==> src/rtl/proc_pkg.sv <==
// Shared definitions for the processor pipeline: default widths, the NOP word
// and the IF/ID skid-stage state encoding.
package proc_pkg;

    localparam int INSTR_W_DEF = 32;
    localparam int PC_W_DEF    = 4;
    localparam int CNT_W_DEF   = 8;

    // addi x0, x0, 0 -- the canonical RISC-V NOP presented to ID on bubbles
    localparam logic [31:0] NOP_INSTR_DEF = 32'h0000_0013;

    localparam logic [1:0] ST_EMPTY = 2'd0;
    localparam logic [1:0] ST_FULL  = 2'd1;
    localparam logic [1:0] ST_SKID  = 2'd2;

endpackage

==> src/rtl/if_id_entry.sv <==
// One IF/ID holding slot: a valid flag plus the {instr, next_instr, next_pc}
// payload. Clear wins over load so a flush always empties the slot.
module if_id_entry
    import proc_pkg::*;
#(
    parameter int INSTR_W = INSTR_W_DEF,
    parameter int PC_W    = PC_W_DEF
) (
    input  logic               clk,
    input  logic               rst_n,
    input  logic               load,
    input  logic               clear,
    input  logic [INSTR_W-1:0] dInstr,
    input  logic [INSTR_W-1:0] dNextInstr,
    input  logic [PC_W-1:0]    dNextPc,
    output logic               valid,
    output logic [INSTR_W-1:0] instr,
    output logic [INSTR_W-1:0] nextInstr,
    output logic [PC_W-1:0]    nextPc
);

    always_ff @(posedge clk or negedge rst_n) begin
        if (!rst_n) begin
            valid <= 1'b0;
        end else if (clear) begin
            valid <= 1'b0;
        end else if (load) begin
            valid <= 1'b1;
        end
    end

    // Payload only changes on an actual write; validity is tracked separately.
    always_ff @(posedge clk or negedge rst_n) begin
        if (!rst_n) begin
            instr     <= '0;
            nextInstr <= '0;
            nextPc    <= '0;
        end else if (load) begin
            instr     <= dInstr;
            nextInstr <= dNextInstr;
            nextPc    <= dNextPc;
        end
    end

endmodule

==> src/rtl/if_id_skid_reg.sv <==
// Elastic IF/ID boundary with a two-entry skid buffer so if_ready comes
// straight from a register; adds flush, NOP injection and a stall counter.
module if_id_skid_reg
    import proc_pkg::*;
#(
    parameter int                 INSTR_W   = INSTR_W_DEF,
    parameter int                 PC_W      = PC_W_DEF,
    parameter logic [INSTR_W-1:0] NOP_INSTR = INSTR_W'(NOP_INSTR_DEF),
    parameter int                 CNT_W     = CNT_W_DEF
) (
    input  logic               clk,
    input  logic               rst_n,
    input  logic               if_valid,
    output logic               if_ready,
    input  logic [INSTR_W-1:0] if_instr,
    input  logic [INSTR_W-1:0] if_next_instr,
    input  logic [PC_W-1:0]    if_next_pc,
    input  logic               flush,
    output logic               id_valid,
    input  logic               id_ready,
    output logic [INSTR_W-1:0] id_instr,
    output logic [INSTR_W-1:0] id_next_instr,
    output logic [PC_W-1:0]    id_next_pc,
    output logic [CNT_W-1:0]   stall_cnt
);

    logic [1:0]         state;
    logic [1:0]         stateNext;
    logic               inXfer;
    logic               outXfer;
    logic               mLoad, mClear, sLoad, sClear, mFromSkid;
    logic               mValid, sValid;
    logic [INSTR_W-1:0] mInstr, mNextInstr, sInstr, sNextInstr;
    logic [INSTR_W-1:0] mDInstr, mDNextInstr;
    logic [PC_W-1:0]    mNextPc, sNextPc, mDNextPc;

    assign if_ready = (state != ST_SKID);
    assign inXfer   = if_valid & if_ready;
    assign outXfer  = mValid & id_ready;

    // Next-state and slot write enables; flush overrides every transfer.
    always_comb begin
        stateNext = state;
        mLoad     = 1'b0;
        mClear    = 1'b0;
        sLoad     = 1'b0;
        sClear    = 1'b0;
        mFromSkid = 1'b0;
        if (flush) begin
            stateNext = ST_EMPTY;
            mClear    = 1'b1;
            sClear    = 1'b1;
        end else begin
            case (state)
                ST_EMPTY: begin
                    if (inXfer) begin
                        mLoad     = 1'b1;
                        stateNext = ST_FULL;
                    end
                end
                ST_FULL: begin
                    if (inXfer && outXfer) begin
                        mLoad = 1'b1;
                    end else if (inXfer) begin
                        sLoad     = 1'b1;
                        stateNext = ST_SKID;
                    end else if (outXfer) begin
                        mClear    = 1'b1;
                        stateNext = ST_EMPTY;
                    end
                end
                ST_SKID: begin
                    if (outXfer) begin
                        mLoad     = 1'b1;
                        mFromSkid = sValid;
                        sClear    = 1'b1;
                        stateNext = ST_FULL;
                    end
                end
                default: stateNext = ST_EMPTY;
            endcase
        end
    end

    always_ff @(posedge clk or negedge rst_n) begin
        if (!rst_n) begin
            state <= ST_EMPTY;
        end else begin
            state <= stateNext;
        end
    end

    assign mDInstr     = mFromSkid ? sInstr     : if_instr;
    assign mDNextInstr = mFromSkid ? sNextInstr : if_next_instr;
    assign mDNextPc    = mFromSkid ? sNextPc    : if_next_pc;

    if_id_entry #(.INSTR_W(INSTR_W), .PC_W(PC_W)) mainEntry (
        .clk        (clk),
        .rst_n      (rst_n),
        .load       (mLoad),
        .clear      (mClear),
        .dInstr     (mDInstr),
        .dNextInstr (mDNextInstr),
        .dNextPc    (mDNextPc),
        .valid      (mValid),
        .instr      (mInstr),
        .nextInstr  (mNextInstr),
        .nextPc     (mNextPc)
    );

    if_id_entry #(.INSTR_W(INSTR_W), .PC_W(PC_W)) skidEntry (
        .clk        (clk),
        .rst_n      (rst_n),
        .load       (sLoad),
        .clear      (sClear),
        .dInstr     (if_instr),
        .dNextInstr (if_next_instr),
        .dNextPc    (if_next_pc),
        .valid      (sValid),
        .instr      (sInstr),
        .nextInstr  (sNextInstr),
        .nextPc     (sNextPc)
    );

    assign id_valid      = mValid;
    assign id_instr      = mValid ? mInstr     : NOP_INSTR;
    assign id_next_instr = mValid ? mNextInstr : NOP_INSTR;
    assign id_next_pc    = mValid ? mNextPc    : '0;

    // Saturating count of cycles where ID is offered a word but refuses it.
    always_ff @(posedge clk or negedge rst_n) begin
        if (!rst_n) begin
            stall_cnt <= '0;
        end else if (mValid && !id_ready && (stall_cnt != {CNT_W{1'b1}})) begin
            stall_cnt <= stall_cnt + {{(CNT_W-1){1'b0}}, 1'b1};
        end
    end

endmodule

==> config.mk <==
export PLATFORM = sky130hd
export DESIGN_NAME = if_id_skid_reg
export DESIGN_NICKNAME = d
export VERILOG_FILES = /design/src/rtl/proc_pkg.sv /design/src/rtl/if_id_entry.sv /design/src/rtl/if_id_skid_reg.sv
export SDC_FILE = /design/constraint.sdc
export NUM_CORES = 1
export LEC_CHECK = 0
export CAP_MARGIN = 20
export CORE_MARGIN = 3
export CORE_UTILIZATION = 40
export CTS_CLUSTER_SIZE = 16
export DETAILED_ROUTE_END_ITERATION = 10
export GPL_ROUTABILITY_DRIVEN = 1
export PLACE_DENSITY = 0.66
export SLEW_MARGIN = 25
export SYNTH_ARGS = -nofsm -noshare
export SYNTH_HDL_FRONTEND = slang
export SYNTH_SLANG_ARGS = --single-unit
==> constraint.sdc <==
create_clock -name clk -period 4.44 [get_ports clk]
set_input_delay 0.888 -clock clk [delete_from_list [all_inputs] [get_ports clk]]
set_output_delay 0.888 -clock clk [all_outputs]
set_load 0.005 [all_outputs]
Yosys cells after proc, flatten, opt, wreduce, memory -nomap -nowiden
Cells that the tools add are included.
W data, S select, Z words.
{"block": "totals", "out_inout_bits": 78, "inputBits": 73, "elab_cells": 63, "ff_bits": 148}
{"block": "classes", "bitwise_logic": 2, "reduce_logical": 8, "eq_ne": 8, "muxes": 34, "add_sub_neg": 1}
{"operator": "$mux W32", "n": 4}
{"operator": "$mux W1", "n": 20}
{"operator": "$mux W2", "n": 6}
{"operator": "$ne A3 B3 Y1 const B", "n": 3}
{"operator": "$add A8 B1 Y8 const B", "n": 1}
{"operator": "$mux W4", "n": 2}
{"operator": "$ne A8 B8 Y1 const B", "n": 1}
{"operator": "$pmux W2 S3", "n": 1}
{"operator": "$ne A4 B4 Y1 const B", "n": 1}
{"operator": "$reduce_and A4 Y1", "n": 1}
{"operator": "$reduce_bool A2 Y1", "n": 2}
{"operator": "$logic_and A1 B1 Y1", "n": 3}
{"operator": "$pmux W1 S3", "n": 1}
{"operator": "$and A1 B1 Y1", "n": 2}
{"operator": "$eq A2 B1 Y1 const B", "n": 1}
{"operator": "$eq A2 B2 Y1 const B", "n": 1}
{"operator": "$logic_not A2 Y1", "n": 1}
{"operator": "$ne A2 B2 Y1 const B", "n": 1}
{"operator": "$logic_not A1 Y1", "n": 1}

Longest topological paths before layout
{"block": "depth", "depth_word": 8, "mapped_depth": 7, "ltp_nobuf": 5}

Cells and area by module
A second synthesis with hierarchy kept.
{"block": "hier_totals", "hier_cells": 506, "hier_area_um2": 7079.3}
{"module": "if_id_entry", "area_per_inst_um2": 2595.0, "seq_area_each_um2": 1726.7, "cells_each": 146, "instances": 2}
{"module": "if_id_skid_reg", "area_per_inst_um2": 1889.3, "seq_area_each_um2": 250.2, "cells_each": 214, "instances": 1}

Least setup slack after synthesis
OpenSTA, ideal clock, no wires.
{"block": "synth_path", "path_kind": "input -> register", "startpoint": "in id_ready", "endpoint": "reg skidEntry.nextInstr[30]", "setup_ns": 0.128, "required_ns": 4.312, "arrival_ns": 1.956, "path_buffers": 3, "slack_ns": 2.357, "cell_stages": 6, "cell_sequence": "a21oi_1 -> and3_1 -> buf_6 -> buf_6 -> buf_6 -> mux2_1"}
{"block": "synth_via", "elab_chain_len": 5}
{"item": "start, declared", "line_no": "if_id_skid_reg.sv:20", "source": "input logic id_ready,"}
{"item": "$and A1 B1 Y1", "line_no": "if_id_skid_reg.sv:39", "source": "assign outXfer = mValid & id_ready;"}
{"item": "$logic_and A1 B1 Y1", "line_no": "if_id_skid_reg.sv:62", "source": "if (inXfer && outXfer) begin"}
{"item": "$mux W1", "line_no": "if_id_skid_reg.sv:62"}
{"item": "$mux W1", "line_no": "if_id_skid_reg.sv:54", "source": "case (state)"}
{"item": "$mux W1", "line_no": "if_id_skid_reg.sv:49", "source": "if (flush) begin"}
{"item": "end signal, assigned", "line_no": "if_id_entry.sv:40", "source": "nextInstr <= dNextInstr;"}
{"item": "end, declared", "line_no": "if_id_entry.sv:18", "source": "output logic [INSTR_W-1:0] nextInstr,"}
No other way between the ends.
A chain may end at the register's enable or synchronous reset.

Final worst setup path
{"block": "layout_path", "startpoint": "reg mainEntry.valid", "endpoint": "out id_instr[26]"}
{"block": "layout_via", "elab_chain_len": 1}
{"item": "start, declared", "line_no": "if_id_entry.sv:16", "source": "output logic valid,"}
{"item": "start signal, assigned", "line_no": "if_id_entry.sv:24", "source": "valid <= 1'b0;"}
{"item": "start signal, assigned", "line_no": "if_id_entry.sv:26", "source": "valid <= 1'b0;"}
{"item": "start signal, assigned", "line_no": "if_id_entry.sv:28", "source": "valid <= 1'b1;"}
{"item": "$mux W32", "line_no": "if_id_skid_reg.sv:126", "source": "assign id_instr = mValid ? mInstr : NOP_INSTR;"}
{"item": "end, declared", "line_no": "if_id_skid_reg.sv:21", "source": "output logic [INSTR_W-1:0] id_instr,"}
No other way between the ends.

==> flow_summary_export.csv <==
group,metric,value,unit
timing,final.min_clock_period,2.97,ns
placement,hpwlAfterDp,9.54,mm
timing,hold_viol,0,
critical_path,critPathBufInv,1,
timing,tightestPinTransition,1.02,ns
yosys,synth_enable_flop_cells,0,
clock_tree,h-tree-depth,4,
layout,layout_common_cells,"clkdlybuf4s50_1 (149), dfrtp_1 (147), nor2_1 (70), a21oi_1 (70), mux2i_1 (68)",
global_route,grt_overflow,0,
yosys,yosysTopAreaCell,"dfrtp_1",
timing,drv_slew,0,
clock_tree,clock_path_buffers,2,
floorplanning,core_area,16600,sq um
global_route,antenna_found_initial,0,
yosys,ys_seq_area_frac,0.543,
floorplanning,ioPinCount,151,
critical_path,worstSetupEndpointType,"primary output",
floorplanning,die_y,137,um
floorplanning,dieArea,18700,sq um
critical_path,path_class,"flip-flop to primary output",
min_path,whs_path_depth,1,
timing,fin_crit_sh,0.669,
yosys,synth_top_area_frac,0.543,
critical_path,crit_path_start_kind,"flip-flop",
global_route,grt_max_degree,137,
run,maxCapViolCount,0,
placement,gp_congestion,0.780,
yosys,async_flop_share,1.00,
clock_tree,cts_resized,0,
clock_tree,cts.sinks,148,
yosys,synthesis.nets,647,
power_and_ir_drop,clockPowerShare,0.355,
layout,drive_gt1_frac,0.155,
yosys,ys_ff_latch,148,
detailed_routing,vias_per_cell,4.96,
critical_path,critical_path_depth,2,
layout,nets,783,
yosys,syn_area,6830,sq um
critical_path,crit_family,"flip-flops",
detailed_routing,via_count,4670,
critical_path,cp.arrival,2.08,ns
power_and_ir_drop,peakVddDrop,267,uV
yosys,syn_area_per_cell,11.9,sq um
floorplanning,rows,47,
power_and_ir_drop,pwr-share-seq,0.451,
clock_tree,cts-root-buf,"clkbuf_16",
clock_tree,cts.clk_slew.worst_paths,0.06,ns
yosys,synth.area.top_cells,"dfrtp_1 (54%), mux2_2 (10%), mux2i_1 (10%)",
timing,tns,0,ns
power_and_ir_drop,p_sw,1.07,mW
critical_path,worstPathCellList,"and2_1 -> clkdlybuf4s50_1",
global_route,grt_pass1_wl,23.7,mm
clock_tree,clock_latency,0.42,ns
global_route,grt_pass1_vias,4750,
layout,layout_commonest_cell,"clkdlybuf4s50_1",
timing,fin_skew,0.0104,ns
min_path,hp-class,"flip-flop to flip-flop",
yosys,synth.distinct_cells,34,
critical_path,reg2reg_depth,3,
run_status,status,"finished, final reports clean",
detailed_routing,route.detailed.drc,0,
detailed_routing,drt_iter0_markers,259,
layout,post-route-util,0.542,
timing,rsz0062_at_grt,"false",
yosys,netlist_instances,573,
detailed_routing,ant_nets,0,
power_and_ir_drop,p_int,3.28,mW
detailed_routing,avgRoutedWirePerCell,15.4,um
clock_tree,post_cts_buffers,0,
timing,setup_violations,0,
power_and_ir_drop,powerDensity,483,nW/um^2
critical_path,required,3.55,ns
floorplanning,initial_core_util,0.410,
critical_path,critPathMaxFanout,77,
clock_tree,cts_tree,"built",
detailed_routing,drt-total-wl,14.5,mm
power_and_ir_drop,swShare,0.247,
power_and_ir_drop,p_leak,3.54,nW
placement,io_buffers,150,
timing,slew_headroom,0.319,
yosys,ys_warn_count,0,
clock_tree,hold_buffers,0,
layout,fillers,1426,
critical_path,cpPeakStageDelay,0.87,ns
layout,diodes,0,
layout,area.growth.synth_to_final,32.1,%
critical_path,critPathSlowestCell,"dfrtp_4",
global_route,grt.total_usage,0.160,
timing,fmax,0.336,GHz
clock_tree,cts_made_buffers,17,
detailed_routing,drt-pass1-iter-count,5,
power_and_ir_drop,p_comb_frac,0.194,
yosys,synthFlopType,"dfrtp_1",
floorplanning,die_w,137,um
## worst reg2reg max path, cell delays in order, from the launching register on
cell and delay (ns):
dfrtp_4 0.74, a21oi_1 0.35, and3_4 0.91, mux2_2 0.48
## routing by layer
layer,GRT usage,vias to the layer above,wire length (um)
li1,-,2231,-
met5,0,-,0
met4,0.0616,0,238
met2,0.263,108,7310
met3,0.0338,18,553
met1,0.209,2313,6410
## path summary, 6_finish.rpt
path / start / end / slack [ns]
setup / recovery: mainEntry.valid / id_instr[26] / 1.47
hold reg to reg: skidEntry.nextInstr[30] / skidEntry.nextInstr[30] / 0.50
max in group asynchronous: rst_n / mainEntry.instr[8] / 2.95
min in group asynchronous: rst_n / mainEntry.nextInstr[21] / 0.54
hold / removal: skidEntry.nextInstr[30] / skidEntry.nextInstr[30] / 0.50
setup reg to reg: mainEntry.valid / skidEntry.instr[28] / 1.85
## power by group through the flow
stage | Sequential, mW | Clock (mW) | Combinational (mW)
2_1_floorplan | 1.91 | 0 | 0.527
3_3_place_gp | 1.96 | 0 | 0.822
3_5_place_dp | 1.99 | 0 | 0.857
4_1_cts | 1.97 | 1.59 | 0.863
5_1_grt | 2.02 | 1.64 | 0.938
6_report | 1.96 | 1.54 | 0.845
## cell type report
cell class,instances,area [sq um],share of cell area
clock buffer,20,437,0.0484
inverter,1,3.75,0.000416
sequential,148,3710,0.411
multi-input combinational,386,2840,0.315
timing repair buffer,155,1550,0.172
tap,220,275,0.0305
clock inverter,12,205,0.0227
## synthesized netlist by cell type, drive strengths merged (2+ instances only)
master,instances
a21oi,70
a31oi,2
and2,63
and3,3
buf,31
clkbuf,7
dfrtp,148
mux2,71
mux2i,68
nand2,7
nand2b,10
nand3,3
nand4b,2
nor2,71
nor3,2
or3b,2
xnor2,4
## cell families (layout without fill, tap and decap cells)
group           after synthesis  after routing  share of synthesized area
buf+inv                      39            188                     0.0445
mux                         139            139                      0.221
xor+xnor                      5              5                    0.00641
compound gates               77             77                     0.0592
fa+ha+maj                     1              1                    0.00183
flops                       148            148                      0.543
simple gates                164            164                      0.124
## state kept, by name, indices dropped and copies added (netlist names)
signal and count:
stall_cnt 8, mainEntry.nextPc 4, skidEntry.valid 1, state 2, mainEntry.valid 1, mainEntry.instr 32, skidEntry.nextInstr 32, skidEntry.nextPc 4
mainEntry.nextInstr 32, skidEntry.instr 32
## metrics by stage
| step | cells | power (mW) | hold slack, ns | setup WS, ns | area [sq um] |
|---|---|---|---|---|---|
| finish | 942 | 4.35 | 0.503 | 1.47 | 9020 |
| global placement | 910 | 2.78 | 0.467 | 1.29 | 8380 |
| detailed placement | 910 | 2.85 | 0.493 | 1.22 | 8380 |
| CTS | 942 | 4.42 | 0.506 | 1.42 | 9020 |
| floorplan | 573 | 2.43 | 0.458 | 2.36 | 6830 |
| global route | 942 | 4.60 | 0.508 | 1.34 | 9020 |
(Power assumes the default switching activity.)
